`src/rtl/fft_stage_sequencer.sv`:
```
// Stage/butterfly scheduler for an in-place radix-2 DIF FFT with a shared
// butterfly and ping-pong RAM banks; write-backs trail reads by BF_LAT cycles.
module fft_stage_sequencer #(
   parameter int N      = 16,
   parameter int SIZE   = 4,
   parameter int BF_LAT = 3
) (
   input  logic            clk,
   input  logic            rst_n,
   input  logic            start,
   input  logic            clr,
   output logic            busy,
   output logic            done,
   output logic [SIZE-1:0] stage,
   output logic            rd_en,
   output logic [SIZE-1:0] rd_adr_a,
   output logic [SIZE-1:0] rd_adr_b,
   output logic [SIZE-2:0] tw_adr,
   output logic            rd_bank,
   output logic            wr_en,
   output logic [SIZE-1:0] wr_adr_a,
   output logic [SIZE-1:0] wr_adr_b,
   output logic            wr_bank,
   output logic            result_bank,
   output logic [2:0]      dbg_state
);

   // Handshake: start is a single-cycle request honoured only in IDLE; clr
   // overrides everything; rd_en/wr_en qualify their address buses in-cycle.

   typedef enum logic [2:0] {IDLE, RUN, DRAIN, NEXT, DONE} state_t;

   typedef struct packed {
      logic [SIZE-1:0] a;
      logic [SIZE-1:0] b;
      logic [SIZE-2:0] tw;
   } bfly_t;

   localparam int DW = (BF_LAT > 1) ? $clog2(BF_LAT) : 1;
   localparam logic [SIZE-1:0] LAST_STAGE = SIZE'(SIZE - 1);
   localparam logic [SIZE-1:0] STAGE_ONE  = SIZE'(1);
   localparam logic [SIZE-2:0] J_LAST     = (SIZE-1)'(N / 2 - 1);
   localparam logic [SIZE-2:0] J_ONE      = (SIZE-1)'(1);
   localparam logic [DW-1:0]   D_LAST     = DW'(BF_LAT - 1);
   localparam logic [DW-1:0]   D_ONE      = DW'(1);

   state_t          state_q, state_d;
   logic [SIZE-1:0] stage_q, stage_d;
   logic [SIZE-2:0] j_q, j_d;
   logic [DW-1:0]   dcnt_q, dcnt_d;
   logic            busy_q, busy_d;
   logic            done_q, done_d;
   logic            rd_en_q, rd_en_d;
   logic            wr_bank_q, wr_bank_d;
   logic [SIZE-1:0] rd_a_q, rd_a_d;
   logic [SIZE-1:0] rd_b_q, rd_b_d;
   logic [SIZE-2:0] tw_q, tw_d;
   bfly_t           bf_calc;

   logic [BF_LAT-1:0] en_dl_q;
   logic [SIZE-1:0]   a_dl_q [BF_LAT];
   logic [SIZE-1:0]   b_dl_q [BF_LAT];

   function automatic bfly_t bfly_adr(input logic [SIZE-1:0] s, input logic [SIZE-2:0] j);
      bfly_t       r;
      int unsigned span, pos, grp;
      span = N >> (int'(s) + 1);
      pos  = int'(j) & (span - 1);
      grp  = int'(j) >> (SIZE - 1 - int'(s));
      r.a  = SIZE'(grp * 2 * span + pos);
      r.b  = SIZE'(grp * 2 * span + pos + span);
      r.tw = (SIZE-1)'(pos << s);
      return r;
   endfunction

   always_comb begin
      state_d   = state_q;
      stage_d   = stage_q;
      j_d       = j_q;
      dcnt_d    = dcnt_q;
      busy_d    = busy_q;
      done_d    = 1'b0;
      rd_en_d   = 1'b0;
      wr_bank_d = wr_bank_q;
      case (state_q)
         IDLE: begin
            if (start) begin
               state_d   = RUN;
               stage_d   = '0;
               j_d       = '0;
               busy_d    = 1'b1;
               wr_bank_d = 1'b1;
               rd_en_d   = 1'b1;
            end
         end
         RUN: begin
            if (j_q == J_LAST) begin
               state_d = DRAIN;
               dcnt_d  = '0;
            end else begin
               j_d     = j_q + J_ONE;
               rd_en_d = 1'b1;
            end
         end
         DRAIN: begin
            if (dcnt_q == D_LAST) begin
               if (stage_q < LAST_STAGE) begin
                  state_d   = NEXT;
                  stage_d   = stage_q + STAGE_ONE;
                  // next stage writes the bank this stage read
                  wr_bank_d = stage_q[0];
               end else begin
                  state_d = DONE;
                  done_d  = 1'b1;
               end
            end else begin
               dcnt_d = dcnt_q + D_ONE;
            end
         end
         NEXT: begin
            state_d = RUN;
            j_d     = '0;
            rd_en_d = 1'b1;
         end
         DONE: begin
            state_d   = IDLE;
            busy_d    = 1'b0;
            stage_d   = '0;
            wr_bank_d = 1'b0;
         end
         default: state_d = IDLE;
      endcase
      if (clr) begin
         state_d   = IDLE;
         stage_d   = '0;
         j_d       = '0;
         dcnt_d    = '0;
         busy_d    = 1'b0;
         done_d    = 1'b0;
         rd_en_d   = 1'b0;
         wr_bank_d = 1'b0;
      end
   end

   assign bf_calc = bfly_adr(stage_d, j_d);
   assign rd_a_d  = rd_en_d ? bf_calc.a  : '0;
   assign rd_b_d  = rd_en_d ? bf_calc.b  : '0;
   assign tw_d    = rd_en_d ? bf_calc.tw : '0;

   always_ff @(posedge clk or negedge rst_n) begin
      if (!rst_n) begin
         state_q   <= IDLE;
         stage_q   <= '0;
         j_q       <= '0;
         dcnt_q    <= '0;
         busy_q    <= 1'b0;
         done_q    <= 1'b0;
         rd_en_q   <= 1'b0;
         wr_bank_q <= 1'b0;
         rd_a_q    <= '0;
         rd_b_q    <= '0;
         tw_q      <= '0;
      end else begin
         state_q   <= state_d;
         stage_q   <= stage_d;
         j_q       <= j_d;
         dcnt_q    <= dcnt_d;
         busy_q    <= busy_d;
         done_q    <= done_d;
         rd_en_q   <= rd_en_d;
         wr_bank_q <= wr_bank_d;
         rd_a_q    <= rd_a_d;
         rd_b_q    <= rd_b_d;
         tw_q      <= tw_d;
      end
   end

   // Write-back delay line mirrors the butterfly pipeline depth
   always_ff @(posedge clk or negedge rst_n) begin
      if (!rst_n) begin
         en_dl_q <= '0;
         for (int i = 0; i < BF_LAT; i++) begin
            a_dl_q[i] <= '0;
            b_dl_q[i] <= '0;
         end
      end else if (clr) begin
         en_dl_q <= '0;
         for (int i = 0; i < BF_LAT; i++) begin
            a_dl_q[i] <= '0;
            b_dl_q[i] <= '0;
         end
      end else begin
         en_dl_q[0] <= rd_en_q;
         a_dl_q[0]  <= rd_a_q;
         b_dl_q[0]  <= rd_b_q;
         for (int i = 1; i < BF_LAT; i++) begin
            en_dl_q[i] <= en_dl_q[i-1];
            a_dl_q[i]  <= a_dl_q[i-1];
            b_dl_q[i]  <= b_dl_q[i-1];
         end
      end
   end

   assign busy        = busy_q;
   assign done        = done_q;
   assign stage       = stage_q;
   assign rd_en       = rd_en_q;
   assign rd_adr_a    = rd_a_q;
   assign rd_adr_b    = rd_b_q;
   assign tw_adr      = tw_q;
   assign rd_bank     = stage_q[0];
   assign wr_en       = en_dl_q[BF_LAT-1];
   assign wr_adr_a    = a_dl_q[BF_LAT-1];
   assign wr_adr_b    = b_dl_q[BF_LAT-1];
   assign wr_bank     = wr_bank_q;
   assign result_bank = ~LAST_STAGE[0];
   assign dbg_state   = state_q;

endmodule

```
`config.mk`:
```
export PLATFORM = sky130hd
export DESIGN_NAME = fft_stage_sequencer
export DESIGN_NICKNAME = d
export VERILOG_FILES = /design/src/rtl/fft_stage_sequencer.sv
export SDC_FILE = /design/constraint.sdc
export NUM_CORES = 1
export LEC_CHECK = 0
export ABC_AREA = 1
export CELL_PAD_IN_SITES_DETAIL_PLACEMENT = 1
export CELL_PAD_IN_SITES_GLOBAL_PLACEMENT = 2
export CORE_UTILIZATION = 30
export DETAILED_ROUTE_END_ITERATION = 6
export PLACE_DENSITY = 0.76
export SYNTH_ARGS = -nofsm -noshare
export SYNTH_HDL_FRONTEND = slang
export SYNTH_SLANG_ARGS = --single-unit
```
`constraint.sdc`:
```
create_clock -name clk -period 3.6 [get_ports clk]
set_clock_uncertainty 0.15 [all_clocks]
set_input_delay 0.72 -clock clk [delete_from_list [all_inputs] [get_ports clk]]
set_output_delay 0.72 -clock clk [all_outputs]
set_load 0.01 [all_outputs]
```
==> results by group <==
GRT
  – Initial antenna violation count: 0
  – Largest net degree at the start of global routing: 34
  – First-pass GRT wire length: ~12 mm
  – Tot GR Track Use: 16.1%
  – GRT Residual Overflow: 0
  – Vias in the first global route: 2555

STA
  – Slew HR: 49.5%
  – FMAX: 0.270 GHz
  – Slew Viols, Final: 0
  – Setup Viol. Count Final: 1
  – Tmin final: between 3 and 4 ns
  – Hold WS: 0.312 ns
  – Fin crit share: 103%
  – Worst-Margin Slew: 0.758 ns
  – RSZ-0062 raised after global routing: true
  – Setup ws final: -0.106 ns
  – Final Hold Viols: 0
  – Setup TNS: -0.106 ns

Routing
  – 1st-pass router iterations: 6
  – Vias post-DR: 2354
  – Routed WL: 7.35 mm
  – Vias per cell: roughly 4.4
  – Initial drt markers: 50
  – Drt wl/cell: 13.9 µm
  – DRC: 0
  – Antenna Nets Post-Route: 0

Clock network
  – CTS Buffer Depth: 2
  – Worst-path clk slew: 0.11 ns
  – Root Driver: clkbuf_8
  – Clk sinks: 54
  – TritonCTS clock tree: built
  – Htree depth: 2
  – Worst skew pair latency: 0.31 ns
  – TritonCTS Buffers: 5

Yosys
  – Compound-gate portion of the synthesized area: 8.16%
  – Yosys warns: 0
  – Cells after Synth: 323
  – Post-synthesis sequential area ratio: 48.7%
  – Combinational family with the most area after synthesis: simple AND/OR/NAND/NOR gates
  – Ys async rst share: 100%
  – Post-synthesis mux area share: 0%
  – XOR/XNOR Fraction of Synth Area: 0.947%
  – Post-synth cell types: 36
  – Post-synthesis register bit count: 54
  – Post-Synth Adder-Cell Area: around 5.1%
  – Post-Synth Simple-Gate Area: 24.2%
  – Mapped Avg Cell Area: 8.59 µm²
  – Ys flop type: dfrtp_1
  – Post-synth EDFFs: 0
  – Mapped Area: 2770 µm²

Cells and area
  – Area Growth Syn to Fin: 42.9%
  – Final core utilization: roughly 45%
  – Most frequent cells in the layout: 68 x buf_4, 51 x nor2_1, 50 x dfrtp_1
  – # diodes: 0
  – Most common cell after layout, fill and taps aside: buf_4
  – Share of layout cells above drive strength 1: between 30% and 40%
  – Final #Nets: 435

Setup path
  – Crit Path Class: register to register
  – Worst path required time: 3.66 ns
  – Critical path's slowest cell: fa_1
  – Crit path cell chain: nor2_4 > nand3_2 > nand2_2 > nand2_2 > nand2_2 > nand2_4 > nor2_4 > inv_2 > nor3_4 > inv_2 > ha_4 > a21oi_4 > ha_2 > inv_2 > fa_1 > inv_2 > ha_4 > a21oi_4 > xnor2_2 > nand3_2 > nand2_2 > nor2_1
  – Critical Path Max Stage Delay: around 0.52 ns
  – Crit Path Max Fanout: 5
  – Startpoint Class: register
  – WP data arrival: 3.76 ns
  – CP endpoint kind: register

Floorplanning
  – Die W: between 90 and 100 µm
  – Die H: 98.2 µm
  – CORE AREA: 8850 µm²
  – Std cell rows: 34
  – Initial core utilization: 31.3%
  – I/O pin total: 37
  – Die footprint: 9640 µm²

Power and ir drop
  – Peak supply drop: 0.166 mV
  – PD cells: 466 nW/µm²
  – Leak: 0.00196 µW

Outcome
  – Failing checks: setup timing
  – Outcome: complete, but fails checks

Placed design
  – Placer Congestion: 0.788
  – Hpwl dp: 5.41 mm
  – PortBufs: 35

Hold path
  – Hold crit path type: register to register

Job
  – Max cap viols: 0
-- synthesized netlist by cell type, drive strengths merged (3+ instances only) --
library cell	number	area, µm²
inv	63	236
nor2	61	272
dfrtp	54	1350
nand2	49	206
nand3	21	130
a21oi	16	95.1
buf	15	111
o21ai	13	68.8
ha	8	100
nand4	5	31.3
nor3	3	31.3
o31ai	3	22.5
-- through the flow --
stage,setup WS [ns],instances,total power (µW),cell area [µm²]
finish,-0.106,530,1850,3960
global route,-0.284,530,1970,3960
detailed placement,-0.730,504,1380,3580
floorplan,-0.0644,324,1080,2810
global placement,-0.563,504,1360,3580
CTS,-0.0440,518,1770,3780
-- cells by family after synthesis --
kind of cell,after synthesis
xor gates and xnor gates,3
buffers and inverters,80
DFF,54
other,1
AOI/OAI and AO/OA,36
and+or+nand+nor,139
adders and majority gates,10
-- cell type report --
class / instances / area, µm²
inverter: 63 / 241
clock buffer: 5 / 68.8
fill: 1058 / 4890
clock inverter: 3 / 28.8
tap: 108 / 135
sequential: 54 / 1360
multi-input combinational: 190 / 1220
timing repair buffer: 107 / 910
-- where the power goes --
part | total, µW | leakage [µW] | internal (µW) | switching [µW]
Combinational | 748 | 0.00117 | 359 | 389
Clock | 361 | 0.0000502 | 145 | 217
Sequential | 737 | 0.000737 | 678 | 59.4
-- what timing repair did --
item,CTS,global route
setup buffers,6,12
gates resized for setup,22,22
hold buffers,0,0
endpoints found under the hold margin,0,0
pin swaps,12,17
endpoints found under the setup margin,2,2
-- flip-flops by register name (all words and copies together), names as in the netlist --
signal     cells
a_dl_q         8
b_dl_q         8
rd_adr_a       4
rd_adr_b       4
stage          4
wr_adr_a       4
wr_adr_b       4
dbg_state      3
en_dl_q        3
j_q            3
tw_adr         3
dcnt_q         2
busy           1
done           1
rd_en          1
wr_bank        1
-- worst paths after layout --
kind                                    from     endpoint  slack [ns]  depth (start not counted)
worst max register to register  dbg_state[0]  rd_adr_b[3]       -0.11                         22
worst min-delay path              en_dl_q[0]   en_dl_q[1]        0.31                          2
max in group asynchronous              rst_n    a_dl_q[7]        2.21                          2
worst min register to register    en_dl_q[0]   en_dl_q[1]        0.31                          2
min in group asynchronous              rst_n    tw_adr[1]        0.32                          1
worst max-delay path            dbg_state[0]  rd_adr_b[3]       -0.11                         22
-- critical path, delay by kind of cell (launching register included) --
family | cells | cell delay, ns
compound gates | 2 | 0.29
simple gates | 11 | 1.16
buf+inv | 4 | 0.24
xor+xnor | 1 | 0.14
fa+ha+maj | 4 | 1.16
flops | 1 | 0.48
-- layer usage --
layer / vias to the layer above / GRT usage [%] / wire length, µm
li1: 1177 / - / -
met2: 28 / 28.4 / 3840
met1: 1141 / 20.4 / 3250
met4: 0 / 4.82 / 93
met5: - / 0 / 0
met3: 8 / 2.58 / 160
(Power assumes the default switching activity.)
